<file path="src/rtl/mc14500b_sequencer.sv">
// Program sequencer for an MC14500B ICU: holds the program, fetches one word
// per cycle, and handles JMP/RTN via a small return stack and FLGF as halt.
module mc14500b_sequencer #(
    parameter int ADDR_W = 8,
    parameter int DEPTH  = 4
) (
    input  logic                clk,
    input  logic                rst,
    input  logic                start,
    input  logic                prog_we,
    input  logic [ADDR_W-1:0]   prog_waddr,
    input  logic [4+ADDR_W-1:0] prog_wdata,
    input  logic                jmp,
    input  logic                rtn,
    input  logic                flgf,
    output logic [3:0]          instr,
    output logic [ADDR_W-1:0]   operand,
    output logic [ADDR_W-1:0]   pc,
    output logic                running,
    output logic                stack_err
);

    localparam int SP_W   = $clog2(DEPTH + 1);
    localparam int WORD_W = 4 + ADDR_W;

    typedef enum logic [1:0] {
        ST_IDLE = 2'd0,
        ST_RUN  = 2'd1,
        ST_HALT = 2'd2
    } state_t;

    state_t              state_r, state_s;
    logic [ADDR_W-1:0]   pc_r, pc_s;
    logic [SP_W-1:0]     sp_r, sp_s;
    logic [3:0]          instr_r, instr_s;
    logic [ADDR_W-1:0]   operand_r, operand_s;
    logic                running_r, running_s;
    logic                stack_err_r, stack_err_s;
    logic                push_s;
    logic [WORD_W-1:0]   fetch_s;
    logic [ADDR_W-1:0]   pop_pc_s;

    // Stack is sized to a power of two so sp indexes it without width mismatch;
    // entries at and above DEPTH are never written.
    logic [WORD_W-1:0]   mem_r   [2**ADDR_W];
    logic [ADDR_W-1:0]   stack_r [2**SP_W];

    function automatic logic [ADDR_W-1:0] next_pc(input logic [ADDR_W-1:0] cur);
        return cur + ADDR_W'(1);
    endfunction

    assign fetch_s  = mem_r[pc_r];
    assign pop_pc_s = stack_r[sp_r - SP_W'(1)];

    // Program memory: loadable only while the sequencer is not running; no reset.
    always_ff @(posedge clk) begin
        if (prog_we && (state_r != ST_RUN)) begin
            mem_r[prog_waddr] <= prog_wdata;
        end
    end

    // Return-address stack storage.
    always_ff @(posedge clk) begin
        if (push_s) begin
            stack_r[sp_r] <= pc_r;
        end
    end

    // Next-state and next-output logic; flag priority is flgf > jmp > rtn.
    always_comb begin
        state_s     = state_r;
        pc_s        = pc_r;
        sp_s        = sp_r;
        instr_s     = 4'h0;
        operand_s   = '0;
        stack_err_s = stack_err_r;
        push_s      = 1'b0;
        case (state_r)
            ST_IDLE, ST_HALT: begin
                if (start) begin
                    state_s     = ST_RUN;
                    pc_s        = '0;
                    sp_s        = '0;
                    stack_err_s = 1'b0;
                end else begin
                    state_s = state_r;
                end
            end
            ST_RUN: begin
                if (flgf) begin
                    state_s = ST_HALT;
                end else if (jmp) begin
                    if (sp_r == SP_W'(DEPTH)) begin
                        stack_err_s = 1'b1;
                        state_s     = ST_HALT;
                    end else begin
                        push_s = 1'b1;
                        sp_s   = sp_r + SP_W'(1);
                        pc_s   = operand_r;
                    end
                end else if (rtn) begin
                    if (sp_r == SP_W'(0)) begin
                        stack_err_s = 1'b1;
                        state_s     = ST_HALT;
                    end else begin
                        sp_s = sp_r - SP_W'(1);
                        pc_s = pop_pc_s;
                    end
                end else begin
                    instr_s   = fetch_s[WORD_W-1:ADDR_W];
                    operand_s = fetch_s[ADDR_W-1:0];
                    pc_s      = next_pc(pc_r);
                end
            end
            default: begin
                state_s = ST_IDLE;
                pc_s    = '0;
                sp_s    = '0;
            end
        endcase
        running_s = (state_s == ST_RUN);
    end

    // State and output registers with asynchronous reset.
    always_ff @(posedge clk or posedge rst) begin
        if (rst) begin
            state_r     <= ST_IDLE;
            pc_r        <= '0;
            sp_r        <= '0;
            instr_r     <= 4'h0;
            operand_r   <= '0;
            running_r   <= 1'b0;
            stack_err_r <= 1'b0;
        end else begin
            state_r     <= state_s;
            pc_r        <= pc_s;
            sp_r        <= sp_s;
            instr_r     <= instr_s;
            operand_r   <= operand_s;
            running_r   <= running_s;
            stack_err_r <= stack_err_s;
        end
    end

    assign instr     = instr_r;
    assign operand   = operand_r;
    assign pc        = pc_r;
    assign running   = running_r;
    assign stack_err = stack_err_r;

endmodule

</file>
<file path="config.mk">
export PLATFORM = sky130hd
export DESIGN_NAME = mc14500b_sequencer
export DESIGN_NICKNAME = d
export VERILOG_FILES = /design/src/rtl/mc14500b_sequencer.sv
export SDC_FILE = /design/constraint.sdc
export NUM_CORES = 2
export LEC_CHECK = 0
export BUFFER_PORTS_ARGS = -buffer_cell sky130_fd_sc_hd__buf_4
export CORE_ASPECT_RATIO = 0.9
export CORE_MARGIN = 2
export CORE_UTILIZATION = 40
export CTS_BUF_LIST = sky130_fd_sc_hd__clkbuf_8 sky130_fd_sc_hd__clkbuf_16
export DETAILED_ROUTE_END_ITERATION = 10
export PLACE_DENSITY = 0.56
export SYNTH_ARGS = -nofsm -noshare
export SYNTH_HDL_FRONTEND = slang
export SYNTH_SLANG_ARGS = --single-unit
export TNS_END_PERCENT = 10
</file>
<file path="constraint.sdc">
create_clock -name clk -period 8.3 [get_ports clk]
set_input_delay 1.245 -clock clk [delete_from_list [all_inputs] [get_ports clk]]
set_output_delay 1.245 -clock clk [all_outputs]
set_load 0.1 [all_outputs]
</file>
==> summary.txt <==
Outcome
  • Status: finished, violations left
  • Violated checks: max-capacitance violations, max-slew violations

Clocking
  • Clock buffer depth: 4
  • Num CTS Buffers: 321
  • Post-cts resize count: 0
  • Hold Buf Count CTS: 0
  • CTS root buffer: clkbuf_16
  • Postcts setup bufs: 0
  • CTS sink count: 3163
  • H-tree depth: 5
  • Clk slew on worst S/H paths: 0.06 ns
  • CTS tree: built
  • Worst-Skew Late Latency: 0.89 ns

Setup path
  • Setup crit end kind: flip-flop
  • Reg2reg path depth: 6
  • Critical path arrival: 5.19 ns
  • CP Cell Sequence: nand2b_1 > and2_1 > buf_4 > nand4_1 > buf_4 > nor2_1
  • Worst Path Required: 8.76 ns
  • CP startpoint kind: flip-flop
  • Crit-path most repeated cell: buf_4
  • Setup CP Type: reg2reg
  • Cell at the slowest stage of the critical path: nand4_1
  • Worst-path maximum fanout: 19
  • R2r setup slk: 3.57 ns
  • Worst R2R End: mem_r[28][9]$_DFFE_PP_
  • Worst R2R Start: state_r[0]$_DFF_PP0_
  • Largest stage delay on the critical path: 1.20 ns

Logic synthesis
  • Yosys cell types: 76
  • Syn Nets: 5687
  • Yosys warning count: 0
  • EDFF count, synth: 3136
  • FF+latch count, synth: 3163
  • Netlist Area Pre-Place: 122600 um^2
  • Ys flop type: edfxtp_1
  • Async set or reset register ratio after synthesis: 0.008536
  • Synth Instances: 5656
  • Syn Area/Cell: 21.68 um^2
  • Post-synthesis sequential area ratio: 0.7735

Placed design
  • DP HPWL: 202600 um
  • Placed cells: 9573
  • Gpl congestion: 0.8578
  • PortBufs: 48

Worst hold path
  • WHS Path Cells: 1
  • Endpoint, Worst Hold: state_r[1]$_DFF_PP0_
  • Hold_sp: state_r[1]$_DFF_PP0_
  • Worst Hold Class: reg2reg

Route
  • DR vias/cell: 5.915
  • Final WL: 340900 um
  • First drt pass iteration count: 6
  • Avg WL per Cell: 33.60 um
  • Post-route ant nets: 0
  • Starting DRC count in detailed routing: 8204
  • DRC violation count after routing: 0
  • Via count: 60010

Run
  • Total of max-cap violations: 1

Timing
  • Final hold vios: 0
  • Min Tclk post-route: 4.731 ns
  • Slew Limit Fails: 1
  • Worst Tran Pin Value: 1.497 ns
  • Slew margin rel.: -0.0008119
  • Final Skew: 0.07154 ns
  • Setup TNS: 0 ns
  • Max Freq: 0.2114 GHz
  • Final setup viols: 0
  • Final period util: 0.5700
  • RSZ-0062 raised after global routing: false

Floorplanning
  • Core ar.: 304600 um^2
  • I/O pins: 49
  • Die Ht: 529.3 um
  • Die width: 587.6 um
  • Starting Density: 0.4026
  • Die Area: 311000 um^2
  • Num rows: 192

Layout
  • Util after Layout: 0.4526
  • Fin cells: 10150
  • Most frequent cells in the layout: edfxtp_1 (3136), mux4_2 (730), clkbuf_16 (327), mux2i_1 (312), nor2_1 (306)
  • Layout Nets: 5853
  • Layout cells sized above 1: 0.2343
  • P&R area growth vs syn: 12.44%
  • Commonest non-fill, non-tap cell in the layout: edfxtp_1

Global routing
  • Largest net degree at the start of global routing: 169
  • Initial antenna violation count: 25
  • Vias in the first global route: 59120
  • Total track usage: 0.2167
  • First-pass GRT wire length: 475200 um
  • Most Crowded Layer GR: met1
  • M2 GR Usage: 0.3233
  • Total gr overflow: 0
  • Met1 Track Usage GR: 0.3251
  • Grt met3 use: 0.04403

Pwr
  • Total leakage power: 0.04213 uW
  • Power per cell area: 304.5 nW/um^2
  • Peak VDD IR: 248.3 uV
[power by group]
part	leakage (uW)	switching (uW)	internal [uW]
logic	0.00832	5940	3930
clock network	0.00525	6090	8110
registers	0.0286	266	17700
[through the flow]
step	hold slack [ns]	worst slack, ns	area (um^2)	power [uW]
floorplan	0.5095	5.010	122600	24720
global placement	0.5299	3.143	127600	28140
detailed placement	0.5395	3.043	127700	28150
CTS	0.5236	3.582	137900	42230
global route	0.5795	3.477	137900	43230
finish	0.5602	3.569	137900	41990
[cells in the mapped netlist, types with 10 or more instances]
library cell	n	area, um^2
a211oi_1	30	225.2
a21oi_1	100	500.5
a221oi_1	34	297.8
a22o_1	14	122.6
a22oi_1	51	382.9
a31oi_1	12	75.07
buf_1	28	105.1
buf_2	82	410.4
buf_4	35	262.8
buf_6	47	529.3
buf_8	12	180.2
clkbuf_1	137	514.2
dfrtp_1	27	675.7
edfxtp_1	3136	94170
mux2i_1	312	3123
mux4_2	730	16440
nand2_1	148	555.5
nand2b_1	13	81.33
nand3_1	36	180.2
nand4_1	13	81.33
nor2_1	319	1197
nor2b_1	21	131.4
o21ai_0	44	220.2
o21ai_1	10	50.05
o221ai_1	51	446.7
o22ai_1	44	275.3
[worst max-delay path by stage]
stage	end	startpoint	slack, ns
6_report	mem_r[28][9]$_DFFE_PP_	state_r[0]$_DFF_PP0_	3.57
5_1_grt	instr[3]$_DFF_PP0_	pc[0]$_DFFE_PP0P_	3.48
4_1_cts	instr[3]$_DFF_PP0_	pc[0]$_DFFE_PP0P_	3.58
3_5_place_dp	mem_r[220][9]$_DFFE_PP_	prog_waddr[1]	3.04
3_3_place_gp	mem_r[236][7]$_DFFE_PP_	prog_waddr[1]	3.14
2_1_floorplan	operand[6]$_DFF_PP0_	pc[1]$_DFFE_PP0P_	5.01
[worst max-delay path, delay by kind of cell, from the launching register on]
kind	cells	cell delay (ns)
buffers and inverters	2	1.09
flip-flops	1	0.50
AND/OR/NAND/NOR	4	2.67
[sequential cells by signal, indices dropped and copies added (netlist names)]
name / count
instr: 4
mem_r: 3072
operand: 8
pc: 8
running: 1
sp_r: 3
stack_err: 1
stack_r: 64
state_r: 2
[per-layer routing]
layer  vias to the layer above  share of wire
li1                      24100              -
met1                     32620           0.43
met2                      2819           0.45
met3                       462          0.093
met4                         8          0.026
met5                         -        0.00014
[final cells by class]
cell class / count / area [um^2]
repair buffers: 186 / 1759
multi-input cells: 2138 / 25880
fillers: 25580 / 166700
flip-flops and latches: 3163 / 94870
clock buffers: 330 / 8224
diodes: 3 / 7.507
well taps: 4074 / 5097
clock inverters: 239 / 1989
inverters: 12 / 55.05
[cells by family (layout without fill, tap and decap cells)]
logic type,Yosys count,count (layout),share of synthesized area
adder cells (fa/ha/maj),4,4,0.0004082
flip-flops,3163,3163,0.7735
XOR/XNOR,9,9,0.0006429
AND/OR/NAND/NOR,606,606,0.02124
AO/OA/AOI/OAI,468,468,0.02697
other,0,3,0
multiplexers,1051,1051,0.1604
buffers and inverters,355,767,0.01690
Note: power is estimated with default switching activity, not from simulation.
